$ cat src/rtl/systolic_collector.sv
// Result-row collector for the systolic array: buffers rows in a small FIFO,
// applies optional ReLU on write, and streams one word per beat with a per-matrix last flag.
module systolic_collector #(
    parameter int WIDTH = 16,
    parameter int DEPTH = 8,
    parameter int ROW_W = 8
) (
    input  logic                    clk,
    input  logic                    rst_n,
    input  logic                    clr,
    input  logic                    relu_en,
    input  logic [2:0]              cols,
    input  logic [ROW_W-1:0]        rows,
    input  logic signed [WIDTH-1:0] y0,
    input  logic signed [WIDTH-1:0] y1,
    input  logic signed [WIDTH-1:0] y2,
    input  logic signed [WIDTH-1:0] y3,
    input  logic signed [WIDTH-1:0] y4,
    input  logic signed [WIDTH-1:0] y5,
    input  logic                    in_valid,
    output logic signed [WIDTH-1:0] m_data,
    output logic                    m_valid,
    input  logic                    m_ready,
    output logic                    m_last,
    output logic                    full,
    output logic                    overflow
);
    localparam int AW = $clog2(DEPTH);
    localparam int CW = AW + 1;

    function automatic logic [WIDTH-1:0] relu(input logic signed [WIDTH-1:0] v,
                                              input logic en);
        return (en && v[WIDTH-1]) ? '0 : v;
    endfunction

    logic [5:0][WIDTH-1:0] mem [DEPTH];
    logic [AW-1:0]         wr_ptr;
    logic [AW-1:0]         rd_ptr;
    logic [CW-1:0]         count;
    logic [2:0]            col_idx;
    logic [ROW_W-1:0]      row_idx;
    logic [2:0]            cols_eff;
    logic [2:0]            cols_last;
    logic [ROW_W-1:0]      rows_eff;
    logic [ROW_W-1:0]      rows_last;
    logic                  push;
    logic                  accept;
    logic                  pop;
    logic                  last_col;
    logic                  last_row;

    always_comb begin
        cols_eff  = (cols == 3'd0 || cols == 3'd7) ? 3'd6 : cols;
        cols_last = cols_eff - 3'd1;
        rows_eff  = (rows == '0) ? ROW_W'(1) : rows;
        rows_last = rows_eff - ROW_W'(1);
    end

    assign m_valid = (count != '0);
    assign full    = (count == CW'(DEPTH));
    assign m_data  = m_valid ? mem[rd_ptr][col_idx] : '0;
    assign m_last  = m_valid && (col_idx == cols_last) && (row_idx == rows_last);

    // >= rather than == keeps the indices from running away if the config is changed mid-row.
    assign last_col = (col_idx >= cols_last);
    assign last_row = (row_idx >= rows_last);
    assign push     = in_valid && !full;
    assign accept   = m_valid && m_ready;
    assign pop      = accept && last_col;

    always_ff @(posedge clk) begin
        if (!rst_n) begin
            wr_ptr   <= '0;
            rd_ptr   <= '0;
            count    <= '0;
            col_idx  <= '0;
            row_idx  <= '0;
            overflow <= 1'b0;
        end else if (clr) begin
            wr_ptr   <= '0;
            rd_ptr   <= '0;
            count    <= '0;
            col_idx  <= '0;
            row_idx  <= '0;
            overflow <= 1'b0;
        end else begin
            if (push) wr_ptr <= wr_ptr + AW'(1);
            if (pop)  rd_ptr <= rd_ptr + AW'(1);
            case ({push, pop})
                2'b10:   count <= count + CW'(1);
                2'b01:   count <= count - CW'(1);
                default: ;
            endcase
            if (in_valid && full) overflow <= 1'b1;
            if (accept) begin
                if (last_col) begin
                    col_idx <= '0;
                    row_idx <= last_row ? '0 : row_idx + ROW_W'(1);
                end else begin
                    col_idx <= col_idx + 3'd1;
                end
            end
        end
    end

    // Row storage carries no reset; occupancy alone decides what is visible.
    always_ff @(posedge clk) begin
        if (rst_n && !clr && push)
            mem[wr_ptr] <= {relu(y5, relu_en), relu(y4, relu_en), relu(y3, relu_en),
                            relu(y2, relu_en), relu(y1, relu_en), relu(y0, relu_en)};
    end

endmodule
$ cat config.mk
export PLATFORM = sky130hd
export DESIGN_NAME = systolic_collector
export DESIGN_NICKNAME = d
export VERILOG_FILES = /design/src/rtl/systolic_collector.sv
export SDC_FILE = /design/constraint.sdc
export NUM_CORES = 1
export LEC_CHECK = 0
export BUFFER_PORTS_ARGS = -buffer_cell sky130_fd_sc_hd__clkbuf_2
export CAP_MARGIN = 20
export CORE_ASPECT_RATIO = 1.75
export CORE_MARGIN = 5
export CORE_UTILIZATION = 23
export DETAILED_ROUTE_END_ITERATION = 16
export GPL_TIMING_DRIVEN = 0
export SYNTH_ARGS = -nofsm -noshare
export SYNTH_HDL_FRONTEND = slang
export SYNTH_SLANG_ARGS = --single-unit
$ cat constraint.sdc
create_clock -name clk -period 21.8 [get_ports clk]
set_input_delay 3.27 -clock clk [delete_from_list [all_inputs] [get_ports clk]]
set_output_delay 3.27 -clock clk [all_outputs]
set_load 0.03 [all_outputs]
==> impl_metrics.csv, run 1 <==
group,metric,value,unit
status,status,"finished, final reports clean",
sta,max_freq,112,MHz
place,dp_hpwl,61100,um
sta,layout_min_cycle_time,8.94,ns
worst_setup_path,cp-start-kind,"input port",
synthesis,syn_area,31500,um^2
clock_tree,post_cts_buffers,0,
sta,rsz0062_at_grt,"false",
synthesis,synthArstFlopShare,0,%
sta,tns,0,ns
synthesis,syn_inst,1555,
sta,slew_headroom,22.3,%
clock_tree,clkTransAtPathRegs,0.07,ns
route,postRouteAntennaNets,0,
worst_setup_path,arrival,5.67,ns
route,maxUsedRoutingLayer,"met5",
pwr,vdd_drop_max,45.7,uV
clock_tree,root_buffer,"clkbuf_16",
worst_setup_path,critical-path-top-delay-family,"simple AND/OR/NAND/NOR gates",
sta,finalSetupViolCount,0,
cells_and_area,final_net_count,1944,
place,gp_congestion,0.786,
pwr,total_power,0.00303,W
die,die_w,290,um
place,dpl_worst_slack,12.83,ns
synthesis,synth_edf_count,768,
clock_tree,cts_tree,"done",
grt,grt_pass1_wl,121000,um
synthesis,post_synth.cell_area_avg,20.3,um^2
clock_tree,htreeDepth,3,
sta,fin_worst_skew,0.0236,ns
synthesis,yosysTopAreaCell,"edfxtp_1",
sta,post-route-period-util,41.0,%
clock_tree,cts_buffers,72,
pwr,p_int,0.00242,W
place,port-buffer-count,132,
pwr,power_leakage,11.5,nW
synthesis,synth-seq-area-share,74.8,%
die,io_pins,133,
worst_setup_path,end_kind,"primary output",
route,drt_wl_total,84100,um
clock_tree,clockBufferDepth,3,
die,placementRows,179,
die,die_h,500,um
worst_setup_path,cp_cell_sequence,"clkbuf_2, nor2_1, nor4b_1, a21oi_1, ha_1, nand2_1, nor3_1, xnor2_1, ha_1, nand4_1, nor4_1, clkbuf_2",
grt,grt.overflow.total,0,
route,drt-initial-drc-count,1467,
worst_setup_path,slowest_delay,0.37,ns
route,wl_met2,41500,um
synthesis,syn_nets,1688,
pwr,comb_power_share,3.2,%
route,drt-pass1-iter-count,5,
synthesis,synth_area_leaders,"edfxtp_1 73%, mux4_2 12%, mux2i_1 3.8%, and2_1 1.8%, dfxtp_1 1.6%",
synthesis,ys_warn_count,0,
route,via_per_inst,4.31,
synthesis,synthTopCellsByCount,"768 x edfxtp_1, 170 x mux4_2, 120 x mux2i_1",
worst_setup_path,crit_type,"input port to primary output",
grt,grt_pass1_vias,16400,
cells_and_area,drive_above_1_share,26.7,%
worst_hold_path,hold_class,"register to register",
clock_tree,clock-sinks,793,
die,initial_core_util,23.1,%
synthesis,synth_ff_type,"edfxtp_1",
die,die_area,145000,um^2
route,wl_met3,4810,um
synthesis,yosysMostFrequentCell,"edfxtp_1",
worst_setup_path,critPathMaxFanout,3,
cells_and_area,area_growth,19.3,%
route,avgRoutedWirePerCell,22.8,um
pwr,p_sw,0.000616,W
grt,groute.usage.overall,11.3,%
clock_tree,ctsResizeCount,0,
worst_setup_path,slowest_stage,"nor4b_1",
sta,slew_violations,0,
synthesis,synth-seq-cells,793,
grt,antenna_found_initial,10,
pwr,pwr-share-clk,41.2,%
route,met1Wirelength,35700,um
route,vias,15900,
worst_setup_path,crit_required,18.53,ns
pwr,powerDensity,80.6,nW/um^2
clock_tree,clk_latency,0.62,ns
synthesis,yosysUniqueCellTypes,39,
pwr,switching_share,20.3,%
sta,tightest_slew,1.17,ns
sta,final_hold_viol_count,0,
route,drc,0,
sta,layout_setup_ws,12.86,ns
pwr,pwr-share-seq,55.6,%
die,core_area,136000,um^2
worst_setup_path,path_buf_inv,2,
job,drv_cap,0,
grt,grt_max_degree,26,
clock_tree,cts_hold_buffers,0,
synthesis,synth_top_area_share,73.2,%
-- flip-flops by register name (all words and copies together), names as in the netlist, named ones only --
name,count
mem,768
count,4
rd_ptr,3
wr_ptr,3
row_idx,8
overflow,1
col_idx,3
-- power by group through the flow --
stage,clock network [W],logic (W),registers [W]
floorplan,0,0.0000502,0.00172
global placement,0,0.0000954,0.00172
detailed placement,0,0.000101,0.00172
CTS,0.00128,0.000101,0.00169
global route,0.00134,0.000108,0.00169
finish,0.00125,0.0000984,0.00169
-- stage by stage --
step	hold WS, ns	cell area [um^2]	utilization, %	instances
6_report	0.482	37600	27.6	3681
5_1_grt	0.527	37600	27.6	3678
4_1_cts	0.486	37600	27.6	3677
3_5_place_dp	0.467	35300	25.9	3547
3_3_place_gp	0.466	34400	25.3	3497
2_1_floorplan	0.456	31500	-	1555
-- logic make-up (layout without fill, tap and decap cells) --
kind of cell,Yosys count,count (layout),share of synthesized area [%]
other,0,4,0
buffers and inverters,89,401,1.36
adder cells (fa/ha/maj),20,20,0.794
AND/OR/NAND/NOR,209,209,3.65
AO/OA/AOI/OAI,134,134,2.92
XOR/XNOR,20,20,0.556
flip-flops,793,793,74.8
multiplexers,290,290,16.0
-- worst min-delay path, stage by stage (launching register included) --
cell	delay, ns
dfxtp_1	0.34
a21oi_1	0.04
nor2_1	0.07
-- per-layer routing --
| layer | vias to the layer above | track usage [%] |
|---|---|---|
| met3 | 98 | 2.11 |
| li1 | 6895 | - |
| met4 | 2 | 3.27 |
| met1 | 8375 | 15.0 |
| met5 | - | 0 |
| met2 | 496 | 19.1 |
-- final timing paths --
kind / slack (ns) / endpoint / start / cells past startpoint
setup / recovery: 12.86 / m_last / rows[3] / 12
hold / removal: 0.48 / overflow / overflow / 2
setup reg to reg: 17.44 / count[2] / col_idx[0] / 14
hold reg to reg: 0.48 / overflow / overflow / 2
-- placed cells by master (no fill, tap or decap), types with 5 or more instances in the layout --
cell type,Yosys,layout
buf_2,30,30
inv_1,8,8
clkinv_1,0,17
nand3_1,6,6
clkbuf_1,38,52
buf_12,0,22
nor3_1,7,5
o21ai_0,20,20
clkinv_2,0,10
nand4_1,6,6
nand2_1,20,20
a22o_1,26,26
mux4_2,170,170
clkbuf_16,0,75
a221oi_1,10,10
a31oi_1,7,7
dfxtp_1,25,25
nand2b_1,12,12
xnor2_1,10,10
nor2_4,0,6
buf_6,6,26
a22oi_1,27,27
nor2_1,40,34
xor2_1,10,10
and2_1,91,91
mux2i_1,120,120
clkbuf_2,0,132
nor4_1,5,5
edfxtp_1,768,768
a211oi_1,7,7
a21oi_1,30,30
ha_1,20,20
nor2b_1,14,14
bufinv_16,0,6
-- layout make-up --
| type | instances | area [um^2] |
|---|---|---|
| Fill cell | 13700 | 98600 |
| Sequential cell | 793 | 23600 |
| Clock buffer | 89 | 1930 |
| Tap cell | 1810 | 2260 |
| Clock inverter | 41 | 359 |
| Multi-Input combinational cell | 673 | 7580 |
| Buffer | 81 | 398 |
| Inverter | 8 | 30.0 |
| Timing Repair Buffer | 182 | 1480 |
| Antenna cell | 4 | 10.0 |
Power figures use the tool's default switching activity.
==> run 2, diff against run 1 <==
==> constraint.sdc (replaced) <==
create_clock -name clk -period 7.8 [get_ports clk]
set_input_delay 1.17 -clock clk [delete_from_list [all_inputs] [get_ports clk]]
set_output_delay 1.17 -clock clk [all_outputs]
set_load 0.03 [all_outputs]
==> run 2 against run 1 <==
Final cell count decreased by 0.14%. Non-clock buffer count decreased by 8. Register-to-register slack got worse by 14 ns. Clock power increased to 2.8 times the previous value. Total power increased to 2.8 times the previous value. Largest cell class unchanged. Count of clock-buffer cells in the layout increased by 4. Die area unchanged. Cell area increased by 0.41%. Critical path depth decreased by 3. Combinational power increased to 2.9 times the previous value. Utilization increased by 0.11 points. Wire length increased by 0.39%. Largest power group unchanged.
==> impl_metrics.csv, run 2 (synthesis gave the netlist of run 1 again) <==
group,metric,value,unit
route,drt-pass1-iter-count,5,
worst_setup_path,crit_type,"register to primary output",
route,maxUsedRoutingLayer,"met5",
clock_tree,cts_tree,"done",
worst_setup_path,path_common_cell,"buf_2",
worst_setup_path,crit_required,6.63,ns
worst_setup_path,end_kind,"primary output",
sta,final_hold_viol_count,0,
die,initial_core_util,23.1,%
sta,slew_violations,0,
pwr,power_leakage,11.5,nW
sta,finalSetupViolCount,0,
sta,max_freq,177,MHz
sta,tightest_slew,1.19,ns
job,drv_cap,0,
clock_tree,cts_hold_buffers,0,
worst_hold_path,holdPathStages,2,
clock_tree,htreeDepth,3,
cells_and_area,drive_above_1_share,26.3,%
pwr,vdd_drop_max,129,uV
sta,fin_worst_skew,0.0189,ns
die,placementRows,179,
route,via_per_inst,4.33,
die,die_h,500,um
grt,grt_pass1_wl,120000,um
cells_and_area,mostFrequentLayoutCell,"edfxtp_1",
die,die_w,290,um
pwr,powerDensity,224,nW/um^2
sta,rsz0062_at_grt,"false",
clock_tree,clockBufferDepth,3,
place,gp_congestion,0.756,
status,status,"finished, final reports clean",
worst_setup_path,slowest_delay,0.57,ns
worst_setup_path,critPathMaxFanout,10,
cells_and_area,biggestRegsByFlops,"mem: 768 flops, row_idx: 8 flops, count: 4 flops",
clock_tree,root_buffer,"clkbuf_16",
worst_setup_path,cp-start-kind,"register",
cells_and_area,regMostFlops,"mem",
grt,grt_max_degree,25,
route,drc,0,
clock_tree,ctsResizeCount,0,
worst_setup_path,arrival,4.48,ns
die,core_area,136000,um^2
clock_tree,clk_latency,0.62,ns
cells_and_area,area_growth,19.8,%
grt,grt_pass1_vias,16500,
route,vias,15900,
clock_tree,cts_buffers,74,
place,dp.cells,3539,
grt,grt.overflow.total,0,
route,met1Wirelength,35700,um
clock_tree,clkTransAtPathRegs,0.07,ns
worst_setup_path,slowest_stage,"a22oi_1",
grt,groute.usage.overall,11.3,%
cells_and_area,final_net_count,1938,
place,dp_hpwl,60200,um
route,wl_met2,41400,um
worst_setup_path,rr_worst_depth,14,
die,die_area,145000,um^2
clock_tree,post_cts_buffers,0,
route,avgRoutedWirePerCell,23.0,um
route,drt_wl_total,84400,um
grt,antenna_found_initial,17,
sta,slew_headroom,20.2,%
cells_and_area,largest_reg_flops,768,
sta,layout_min_cycle_time,5.65,ns
route,postRouteAntennaNets,0,
route,drt-initial-drc-count,1165,
route,wl_met3,4850,um
die,io_pins,133,
place,port-buffer-count,132,
cells_and_area,final_cell_mix,"768 x edfxtp_1, 170 x mux4_2, 132 x clkbuf_2",
pwr,total_power,0.00844,W
worst_setup_path,cp_cell_sequence,"buf_2, buf_2, buf_2, buf_2, buf_2, mux2i_1, a22oi_1, a22o_1, clkbuf_2",
sta,post-route-period-util,72.5,%
clock_tree,clock-sinks,793,
worst_hold_path,hold_class,"register to register",
cells_and_area,finalNonFillerCells,3676,
run 2: changes by cell type in the layout (fill, tap and decap cells not counted), moves of 3 or more:
cell and delta:
clkinv_8 +3, clkbuf_1 +3, buf_16 +16, bufinv_16 -3, buf_6 -20
run 2: power by group:
| part | internal (W) | switching, W | leakage [nW] |
|---|---|---|---|
| sequential | 0.00471 | 0.00000612 | 7.18 |
| combinational | 0.0000920 | 0.000189 | 3.20 |
| clock | 0.00190 | 0.00155 | 1.10 |
run 2: per-stage QoR:
step           worst slack, ns  instance area (um^2)  TNS [ns]  util (%)  hold WS (ns)
2_1_floorplan             1.36                 31500         0         -         0.456
3_3_place_gp             -3.78                 34500  -2627.16      25.3         0.456
3_5_place_dp              2.76                 35500         0      26.1         0.457
4_1_cts                   2.06                 37700         0      27.7         0.474
5_1_grt                   2.05                 37800         0      27.7         0.522
6_report                  2.15                 37800         0      27.7         0.466
run 2: worst paths after layout:
path / start / endpoint / slack (ns)
setup reg to reg: col_idx[0] / count[2] / 3.12
setup / recovery: register / m_data[11] / 2.15
hold / removal: overflow / overflow / 0.47
hold reg to reg: overflow / overflow / 0.47
run 2: layout make-up:
class                      instances  area (um^2)
tap                             1810         2260
buffer                            81          398
clock buffer                      93         1970
antenna                            6         15.0
inverter                           8         30.0
sequential                       793        23600
multi-input combinational        673         7590
fill                           13600        98400
clock inverter                    38          300
timing repair buffer             174         1630
run 2: critical path, delay by kind of cell (launching register included):
kind                   cells  cell delay, ns
DFF                        1            0.30
buffers and inverters      6            2.40
muxes                      1            0.17
AOI/OAI and AO/OA          2            0.98
run 2: routing by layer:
metal,vias to the layer above,global-route usage (%)
li1,6893,-
met1,8387,14.8
met2,550,19.0
met3,101,2.21
met4,2,3.64
met5,-,0
==> run 3, diff against run 2 <==
==> constraint.sdc (replaced) <==
create_clock -name clk -period 5.1 [get_ports clk]
set_input_delay 0.765 -clock clk [delete_from_list [all_inputs] [get_ports clk]]
set_output_delay 0.765 -clock clk [all_outputs]
set_load 0.03 [all_outputs]
==> run 3 against run 2 <==
Critical path depth is the same. Non-clock buffer count is the same. Clock skew grew 0.0030 ns. Total power grew 58%. Register-to-register slack lost 2.7 ns. Sequential power grew 53%. Count of clock-buffer cells in the layout is the same. Sequential cell count is the same. Combinational power grew 50%.
==> impl_metrics.csv, run 3 (synthesis gave the netlist of run 1 again) <==
group,metric,value,unit
worst_setup_path,slowest_stage,"buf_2",
status,status,"finished, final reports clean",
die,io_pins,133,
pwr,power_leakage,11.6,nW
route,drt-pass1-iter-count,5,
worst_hold_path,hold_class,"input port to register",
cells_and_area,mostFrequentLayoutCell,"edfxtp_1",
cells_and_area,biggestRegsByFlops,"mem: 768 flops, row_idx: 8 flops, count: 4 flops",
die,initial_core_util,23.1,%
worst_setup_path,crit_required,4.34,ns
die,die_h,500,um
sta,finalSetupViolCount,0,
pwr,vdd_drop_max,226,uV
sta,max_freq,203,MHz
clock_tree,clkTransAtPathRegs,0.06,ns
worst_setup_path,r2r-end,"count[2]",
sta,tns,0,ns
clock_tree,clk_latency,0.62,ns
cells_and_area,final_net_count,1940,
clock_tree,clock-sinks,793,
place,dp.cells,3539,
worst_setup_path,crit_type,"register to primary output",
worst_setup_path,critical-path-top-delay-family,"buffers and inverters",
worst_setup_path,path_common_cell,"buf_2",
sta,rsz0062_at_grt,"false",
cells_and_area,area_growth,20.2,%
sta,slew_violations,0,
worst_setup_path,arrival,4.16,ns
worst_hold_path,holdPathStages,3,
worst_hold_path,hold_start,"in_valid",
clock_tree,clockBufferDepth,3,
worst_hold_path,hold_end,"overflow",
clock_tree,cts_tree,"done",
cells_and_area,finalNonFillerCells,3681,
worst_setup_path,r2r_setup_slack,0.42,ns
grt,grt_max_degree,26,
worst_setup_path,critPathMaxFanout,10,
grt,antenna_found_initial,14,
route,via_per_inst,4.32,
place,gp_congestion,0.753,
sta,tightest_slew,1.13,ns
job,drv_cap,0,
grt,grt_pass1_vias,16500,
route,avgRoutedWirePerCell,22.8,um
worst_setup_path,cp-start-kind,"register",
sta,fin_hold_ws,0.406,ns
sta,slew_headroom,24.9,%
clock_tree,cts_buffers,76,
worst_setup_path,slowest_delay,0.45,ns
cells_and_area,final_cell_mix,"768 x edfxtp_1, 170 x mux4_2, 132 x clkbuf_2",
grt,groute.usage.overall,11.3,%
clock_tree,root_buffer,"clkbuf_16",
cells_and_area,regMostFlops,"mem",
cells_and_area,drive_above_1_share,26.6,%
sta,final_hold_viol_count,0,
grt,grt.overflow.total,0,
place,dp_hpwl,60000,um
worst_setup_path,reg2reg_from,"col_idx[0]",
sta,fin_worst_skew,0.0218,ns
worst_setup_path,end_kind,"primary output",
sta,layout_min_cycle_time,4.92,ns
cells_and_area,largest_reg_flops,768,
grt,grt_pass1_wl,120000,um
pwr,powerDensity,351,nW/um^2
route,postRouteAntennaNets,0,
worst_setup_path,cp_cell_sequence,"buf_2, buf_2, buf_2, buf_2, buf_2, mux2i_1, a22oi_2, a22o_1, clkbuf_2",
die,placementRows,179,
worst_setup_path,rr_worst_depth,14,
route,drc,0,
clock_tree,htreeDepth,3,
place,port-buffer-count,132,
die,die_area,145000,um^2
sta,post-route-period-util,96.6,%
worst_setup_path,path_buf_inv,6,
route,drt_wl_total,84000,um
route,drt-initial-drc-count,1444,
die,core_area,136000,um^2
route,vias,15900,
die,die_w,290,um
## run 3: final cells by class
type | instances | area, um^2
repair buffers | 174 | 1540
inverters | 8 | 30.0
clock buffers | 93 | 2030
flip-flops and latches | 793 | 23600
clock inverters | 45 | 450
well taps | 1810 | 2260
plain buffers | 81 | 398
multi-input cells | 673 | 7610
fillers | 13600 | 98300
diodes | 4 | 10.0
## run 3: metal layers
metal	up-vias	global-route usage [%]	share of wire (%)	wire, um
met4	6	3.86	3.1	2640
met2	536	19.0	49	41400
met1	8352	14.8	41	34700
met5	-	0	0.042	35
met3	112	2.27	6.3	5330
li1	6899	-	-	-
## run 3: what timing repair did
item | 4_1_cts | 5_1_grt
hold buffers | 0 | 0
setup endpoints to repair | 3 | 0
gates resized for setup | 3 | 0
setup buffers | 0 | 0
## run 3: metrics by stage
step | worst slack [ns] | instance area (um^2) | power, W | util [%]
after floorplan | -0.985 | 31500 | 0.00756 | -
after global placement | -6.09 | 34500 | 0.00776 | 25.3
after detailed placement | 0.423 | 35400 | 0.00778 | 26.0
after CTS | 0.0761 | 37900 | 0.0134 | 27.8
after global routing | 0.0328 | 37900 | 0.0137 | 27.8
final | 0.176 | 37900 | 0.0133 | 27.8
## run 3: how the worst max path moves through the flow
stage                     from          to  slack (ns)  depth (start not counted)
floorplan             count[1]   mem[1][0]       -0.98                          6
global placement           clr  mem[3][84]       -6.09                          5
detailed placement  col_idx[0]    count[2]        0.42                         14
CTS                   register  m_data[11]        0.08                          9
global route          register  m_data[10]        0.03                          9
finish                register  m_data[11]        0.18                          9
## run 3: worst register-to-register path: stages (launching register included)
cell and delay [ns]:
dfxtp_1 0.34, clkbuf_1 0.74, inv_1 0.50, ha_1 0.45, nand2b_1 0.14, a21o_1 0.18, a21oi_1 0.53, nor2_1 0.35
ha_1 0.34, xor2_1 0.17, ha_1 0.19, a21oi_1 0.14, xor2_1 0.09, or3_1 0.30, a21oi_1 0.14
## run 3: power by group
| part | switching (W) | internal (W) | total, W |
|---|---|---|---|
| sequential | 0.00000942 | 0.00720 | 0.00721 |
| clock | 0.00239 | 0.00329 | 0.00569 |
| combinational | 0.000285 | 0.000136 | 0.000421 |
| total | 0.00269 | 0.0106 | 0.0133 |
